## src/rtl/adaptive_threshold_scanner.sv

```systemverilog
// Raster-scanning 3x3 local-mean adaptive thresholder reading the middle RAM image buffer.
// Optional macro ATS_ZERO_BORDER_EN: out-of-image taps contribute 0 instead of the replicated edge pixel.
module adaptive_threshold_scanner #(
   parameter int unsigned WIDTH    = 128,
   parameter int unsigned HEIGHT   = 128,
   parameter int unsigned C_OFFSET = 4
) (
   input  logic       clock,
   input  logic       reset_n,
   input  logic       iStart,
   output logic       oBusy,
   output logic       oDone,
   output logic [7:0] oRdcol,
   output logic [7:0] oRdrow,
   input  logic [7:0] iRddata,
   output logic       oValid,
   input  logic       iReady,
   output logic [7:0] oCol,
   output logic [7:0] oRow,
   output logic       oBin
);

   localparam int          XMAX  = int'(WIDTH) - 1;
   localparam int          YMAX  = int'(HEIGHT) - 1;
   localparam logic [7:0]  XLAST = 8'(WIDTH - 1);
   localparam logic [7:0]  YLAST = 8'(HEIGHT - 1);
   localparam logic [12:0] OFS9  = 13'(9 * C_OFFSET);

   typedef enum logic [2:0] {
      IDLE,
      READ,
      LAST,
      OUT,
      DONE
   } state_t;

   state_t      state, stateNext;
   logic [3:0]  k, kNext;
   logic [12:0] sum, sumNext, sumFinal;
   logic [7:0]  x, y, xNext, yNext;
   logic [7:0]  centre, centreNext;
   logic [7:0]  rdColNext, rdRowNext;
   logic        validNext, binNext;
   logic [7:0]  colNext, rowNext;
   logic [7:0]  ax, ay;
   logic [3:0]  ak;
   logic [7:0]  addrCol, addrRow;
   logic        addrLoad;
   logic [12:0] dataTerm;
   logic [12:0] lhs;

`ifdef ATS_ZERO_BORDER_EN
   // tapOob tracks the address on the bus; dataOob lines up with its returning data.
   logic addrOob, tapOob, tapOobNext, dataOob;
`endif

   // Neighbour address for tap ak around (ax, ay), clamped onto the image.
   always_comb begin
      int tk, cx, cy;
      tk = int'(ak);
      cx = int'(ax) + (tk % 3) - 1;
      cy = int'(ay) + (tk / 3) - 1;
`ifdef ATS_ZERO_BORDER_EN
      addrOob = (cx < 0) || (cx > XMAX) || (cy < 0) || (cy > YMAX);
`endif
      if (cx < 0)
         cx = 0;
      else if (cx > XMAX)
         cx = XMAX;
      if (cy < 0)
         cy = 0;
      else if (cy > YMAX)
         cy = YMAX;
      addrCol = 8'(cx);
      addrRow = 8'(cy);
   end

`ifdef ATS_ZERO_BORDER_EN
   assign dataTerm = dataOob ? '0 : {5'b0, iRddata};
`else
   assign dataTerm = {5'b0, iRddata};
`endif

   assign sumFinal = sum + dataTerm;
   assign lhs      = 13'(9) * {5'b0, centre} + OFS9;
   assign oBusy    = (state != IDLE);
   assign oDone    = (state == DONE);

   always_comb begin
      stateNext  = state;
      kNext      = k;
      sumNext    = sum;
      xNext      = x;
      yNext      = y;
      centreNext = centre;
      validNext  = oValid;
      binNext    = oBin;
      colNext    = oCol;
      rowNext    = oRow;
      addrLoad   = 1'b0;
      ax         = x;
      ay         = y;
      ak         = k;

      case (state)
         IDLE: begin
            if (iStart) begin
               stateNext = READ;
               xNext     = '0;
               yNext     = '0;
               kNext     = '0;
               sumNext   = '0;
               addrLoad  = 1'b1;
               ax        = '0;
               ay        = '0;
               ak        = '0;
            end
         end

         READ: begin
            if (k != 4'd0)
               sumNext = sumFinal;
            if (k == 4'd5)
               centreNext = iRddata;
            if (k == 4'd8) begin
               stateNext = LAST;
            end else begin
               kNext    = k + 4'd1;
               addrLoad = 1'b1;
               ak       = k + 4'd1;
            end
         end

         LAST: begin
            sumNext   = sumFinal;
            binNext   = (lhs > sumFinal);
            colNext   = x;
            rowNext   = y;
            validNext = 1'b1;
            stateNext = OUT;
         end

         OUT: begin
            if (iReady) begin
               validNext = 1'b0;
               if (x == XLAST) begin
                  xNext = '0;
                  yNext = (y == YLAST) ? '0 : y + 8'd1;
               end else begin
                  xNext = x + 8'd1;
               end
               if (x == XLAST && y == YLAST) begin
                  stateNext = DONE;
               end else begin
                  stateNext = READ;
                  kNext     = '0;
                  sumNext   = '0;
                  addrLoad  = 1'b1;
                  ax        = xNext;
                  ay        = yNext;
                  ak        = '0;
               end
            end
         end

         DONE: stateNext = IDLE;

         default: stateNext = IDLE;
      endcase

      rdColNext = addrLoad ? addrCol : oRdcol;
      rdRowNext = addrLoad ? addrRow : oRdrow;
`ifdef ATS_ZERO_BORDER_EN
      tapOobNext = addrLoad ? addrOob : tapOob;
`endif
   end

   always_ff @(posedge clock or negedge reset_n) begin
      if (!reset_n) begin
         state  <= IDLE;
         k      <= '0;
         sum    <= '0;
         x      <= '0;
         y      <= '0;
         centre <= '0;
         oRdcol <= '0;
         oRdrow <= '0;
         oValid <= 1'b0;
         oBin   <= 1'b0;
         oCol   <= '0;
         oRow   <= '0;
      end else begin
         state  <= stateNext;
         k      <= kNext;
         sum    <= sumNext;
         x      <= xNext;
         y      <= yNext;
         centre <= centreNext;
         oRdcol <= rdColNext;
         oRdrow <= rdRowNext;
         oValid <= validNext;
         oBin   <= binNext;
         oCol   <= colNext;
         oRow   <= rowNext;
      end
   end

`ifdef ATS_ZERO_BORDER_EN
   always_ff @(posedge clock or negedge reset_n) begin
      if (!reset_n) begin
         tapOob  <= 1'b0;
         dataOob <= 1'b0;
      end else begin
         tapOob  <= tapOobNext;
         dataOob <= tapOob;
      end
   end
`endif

endmodule
```

## config.mk

```make
export PLATFORM = sky130hd
export DESIGN_NAME = adaptive_threshold_scanner
export DESIGN_NICKNAME = d
export VERILOG_FILES = /design/src/rtl/adaptive_threshold_scanner.sv
export SDC_FILE = /design/constraint.sdc
export NUM_CORES = 1
export LEC_CHECK = 0
export ABC_AREA = 1
export BUFFER_PORTS_ARGS = -buffer_cell sky130_fd_sc_hd__clkbuf_2
export CAP_MARGIN = 25
export CORE_MARGIN = 2
export CORE_UTILIZATION = 40
export CTS_CLUSTER_DIAMETER = 50
export DETAILED_ROUTE_END_ITERATION = 12
export GPL_ROUTABILITY_DRIVEN = 0
export SYNTH_ARGS = -nofsm -noshare
export SYNTH_HDL_FRONTEND = slang
export SYNTH_SLANG_ARGS = --single-unit
```

## constraint.sdc

```tcl
create_clock -name clock -period 13.8 [get_ports clock]
set_input_delay 4.14 -clock clock [delete_from_list [all_inputs] [get_ports clock]]
set_output_delay 4.14 -clock clock [all_outputs]
set_load 0.01 [all_outputs]
```

==> out/qor.txt <==
initial antenna violation count = 0
origin of the critical flop-to-flop path = state[2]
status = complete, no violations
Setup TNS = 0 ns
CP bufs+invs = 10
critical path's top delay family = simple AND/OR/NAND/NOR gates
Max-Cap Viols = 0
Internal Pwr Total = 1.019 mW
sw frac = 0.5252
clk slew on worst S/H paths = 0.06 ns
Post-Synth Adder-Cell Area = 0.1624
CTS Buf Count = 9
most used cell, CP = nand2_1
mux cell area share after synthesis = 0.007382
final global-route overflow total = 0
DR vias/cell = 5.248
hold_ws = 0.4789 ns
NumNets Final = 1,199
measured slew at the worst slew-check pin = 0.6783 ns
Root Buffer = clkbuf_16
Tcrit/Tclk final = 0.6895
final instance area = 8478 sq um
final setup fails = 0
H-Tree Level Count = 3
worst endpoint required time = 14.03 ns
# resized after CTS = 0
Mapped Cells = 1,039
Bufs on Longest Clock Path = 2
Area Growth Syn to Fin = 11.15%
Row Count = 50
cell count along the critical path = 43
clk sinks = 78
via count = 6,969
ANT cells = 0
post-DP HPWL = 15,320 microns
layout cells sized above 1 = 0.1170
DRC Markers = 0
fin crit period = 9.515 ns
CP max FO = 11
Compound-Gate Fraction of Synth Area = 0.1673
Post-CTS Setup Bufs = 0
clock latency on the worst-skew pair = 0.35 ns
Die H = 142.1 microns
Synth top area share = 0.2559
Port-buffer cells = 47
Max Fclk = 105.1 MHz
Filler Cells Inserted = 1,892
Flop pwr share = 0.156
WL final = 18,810 microns
largest family of logic cells by synthesized area = simple AND/OR/NAND/NOR gates
Psw = 1.128 mW
combinational share of power = 0.726
FF-to-FF path depth = 42
post-synthesis xor/xnor area fraction = 0.05741
Slew Limit Fails = 0
Netlist cell types = 51
post-place setup slack = 3.944 ns
CTS tree = done
Util after Layout = 0.4532
Ports = 48
Post-DP Area = 8139 sq um
Area contributors post-synth = dfrtp_1 (26%), ha_1 (15%), nand2_1 (9.4%), inv_1 (7.7%), o21ai_0 (7.1%)
Worst Setup End Kind = flip-flop
CP max-delay cell = fa_1
mean post-synth cell area = 7.341 sq um
synth warn = 0
VDD IR max = 0.1157 mV
area leader, netlist = dfrtp_1
sequential area share after synthesis = 0.2559
die area = 20,190 sq um
most instantiated cells after synthesis = nand2_1 (190), inv_1 (157), o21ai_0 (108)
Min-Delay Path Class = reg -> reg
final setup skew = 0.007423 ns
Async S/R FF share, synth = 1.000
initial drt markers = 418
hold_buf cts = 0
Die W = 142.1 microns
synthesized area = 7627 sq um
Initial DRT Pass Iterations = 5
power share of the clock group = 0.118
Post-synth EDFFs = 0
core footprint = 18,710 sq um
Pwr Density = 253.2 nW/um^2
CP max stage delay = 0.39 ns
worst reg2reg endpoint = oRdcol[4]
Post-synth top flop = dfrtp_1
Worst Path Arrival = 9.75 ns
Leak Pwr = 4.495 nW
r2r setup slk = 7.41 ns
hold_sp = oValid
post-synthesis simple-gate area fraction = 0.2594
DRT antenna net count = 0
Crit Path Class = in -> reg
total track usage = 0.1969
Hold Path Sink = oValid
Seq cells post-synth = 78
first-pass GRT wire length = 32,220 microns
endpoints failing hold = 0
RSZ-0062 raised after global routing = false
setup ws final = 4.285 ns
Hold Path Depth = 2
critical path startpoint category = primary input
worst rel slew slack = 0.5478
most common cell in the netlist = nand2_1
wire per inst = 14.16 microns
number of global-route vias before repair = 6,667
post-synth net total = 1,147
initial core utilization = 0.4078
largest net degree at the start of global routing = 54
==> cells in the final DEF, fill, tap and decap left out, types with 7 or more instances in the layout <==
master / instances
a21oi_1: 77
clkbuf_16: 9
clkbuf_2: 46
dfrtp_1: 78
ha_1: 91
inv_1: 157
inv_2: 13
nand2_1: 190
nand2_2: 8
nand2_4: 9
nand3_1: 54
nand3b_1: 7
nand4_1: 26
nor2_1: 64
nor3_1: 16
o21ai_0: 108
o21bai_1: 7
o22ai_1: 8
xnor2_1: 20
xor2_1: 30
==> worst reg2reg max path, delay by kind of cell (launching register included) <==
kind                     cells  cell delay, ns
XOR/XNOR                     1            0.07
AND/OR/NAND/NOR             28            3.82
adder cells (fa/ha/maj)      5            1.33
AO/OA/AOI/OAI                1            0.09
buffers and inverters        7            0.57
flip-flops                   1            0.39
==> state kept, by name, indices dropped and copies added (netlist names), 3 cells and up <==
name    cells
x           8
oCol        8
state       3
centre      8
y           8
oRdcol      8
oRow        8
k           4
sum        13
oRdrow      8
==> how the worst max path moves through the flow <==
stage           start   endpoint  slack, ns
3_5_place_dp   iStart  oRdcol[4]       3.94
6_report       iStart  oRdcol[4]       4.29
3_3_place_gp   iStart  oRdcol[6]       4.01
4_1_cts        iStart  oRdcol[4]       4.29
2_1_floorplan  iStart  oRdcol[0]       4.90
5_1_grt        iStart  oRdcol[4]       3.55
==> routing by layer <==
layer  vias to the layer above  track usage  part of all wire
met2                       150       0.3107              0.45
met5                         -            0                 0
met1                      3219       0.2815              0.50
li1                       3585            -                 -
met4                         0      0.04737             0.013
met3                        15      0.03230             0.042
==> per-stage QoR <==
| stage | instances | power [mW] |
|---|---|---|
| floorplan | 1039 | 1.476 |
| global placement | 1313 | 1.875 |
| detailed placement | 1313 | 1.873 |
| CTS | 1327 | 2.142 |
| global route | 1328 | 2.373 |
| finish | 1328 | 2.147 |
==> logic make-up (layout without fill, tap and decap cells) <==
family	count (synthesis)	in the layout
mux	5	5
xor+xnor	50	50
simple gates	400	400
compound gates	229	229
fa+ha+maj	96	96
buf+inv	181	236
flops	78	78
==> final cells by class <==
type                       instances  area [sq um]  share of cell area
clock buffer                      10         239.0             0.02819
clock inverter                     4         72.57            0.008560
inverter                         171         641.9             0.07571
multi-input combinational        780          4992              0.5888
sequential                        78          1952              0.2302
tap                              234         292.8             0.03453
timing repair buffer              51         287.8             0.03394
==> power groups by stage <==
stage                     registers, mW  clock network, mW  logic [mW]
after floorplan                   0.349                  0        1.13
after global placement            0.340                  0        1.54
after detailed placement          0.339                  0        1.53
after CTS                         0.336              0.263        1.54
after global routing              0.344              0.272        1.76
final                             0.336              0.253        1.56
No activity file was read; power rests on OpenSTA's default activity.
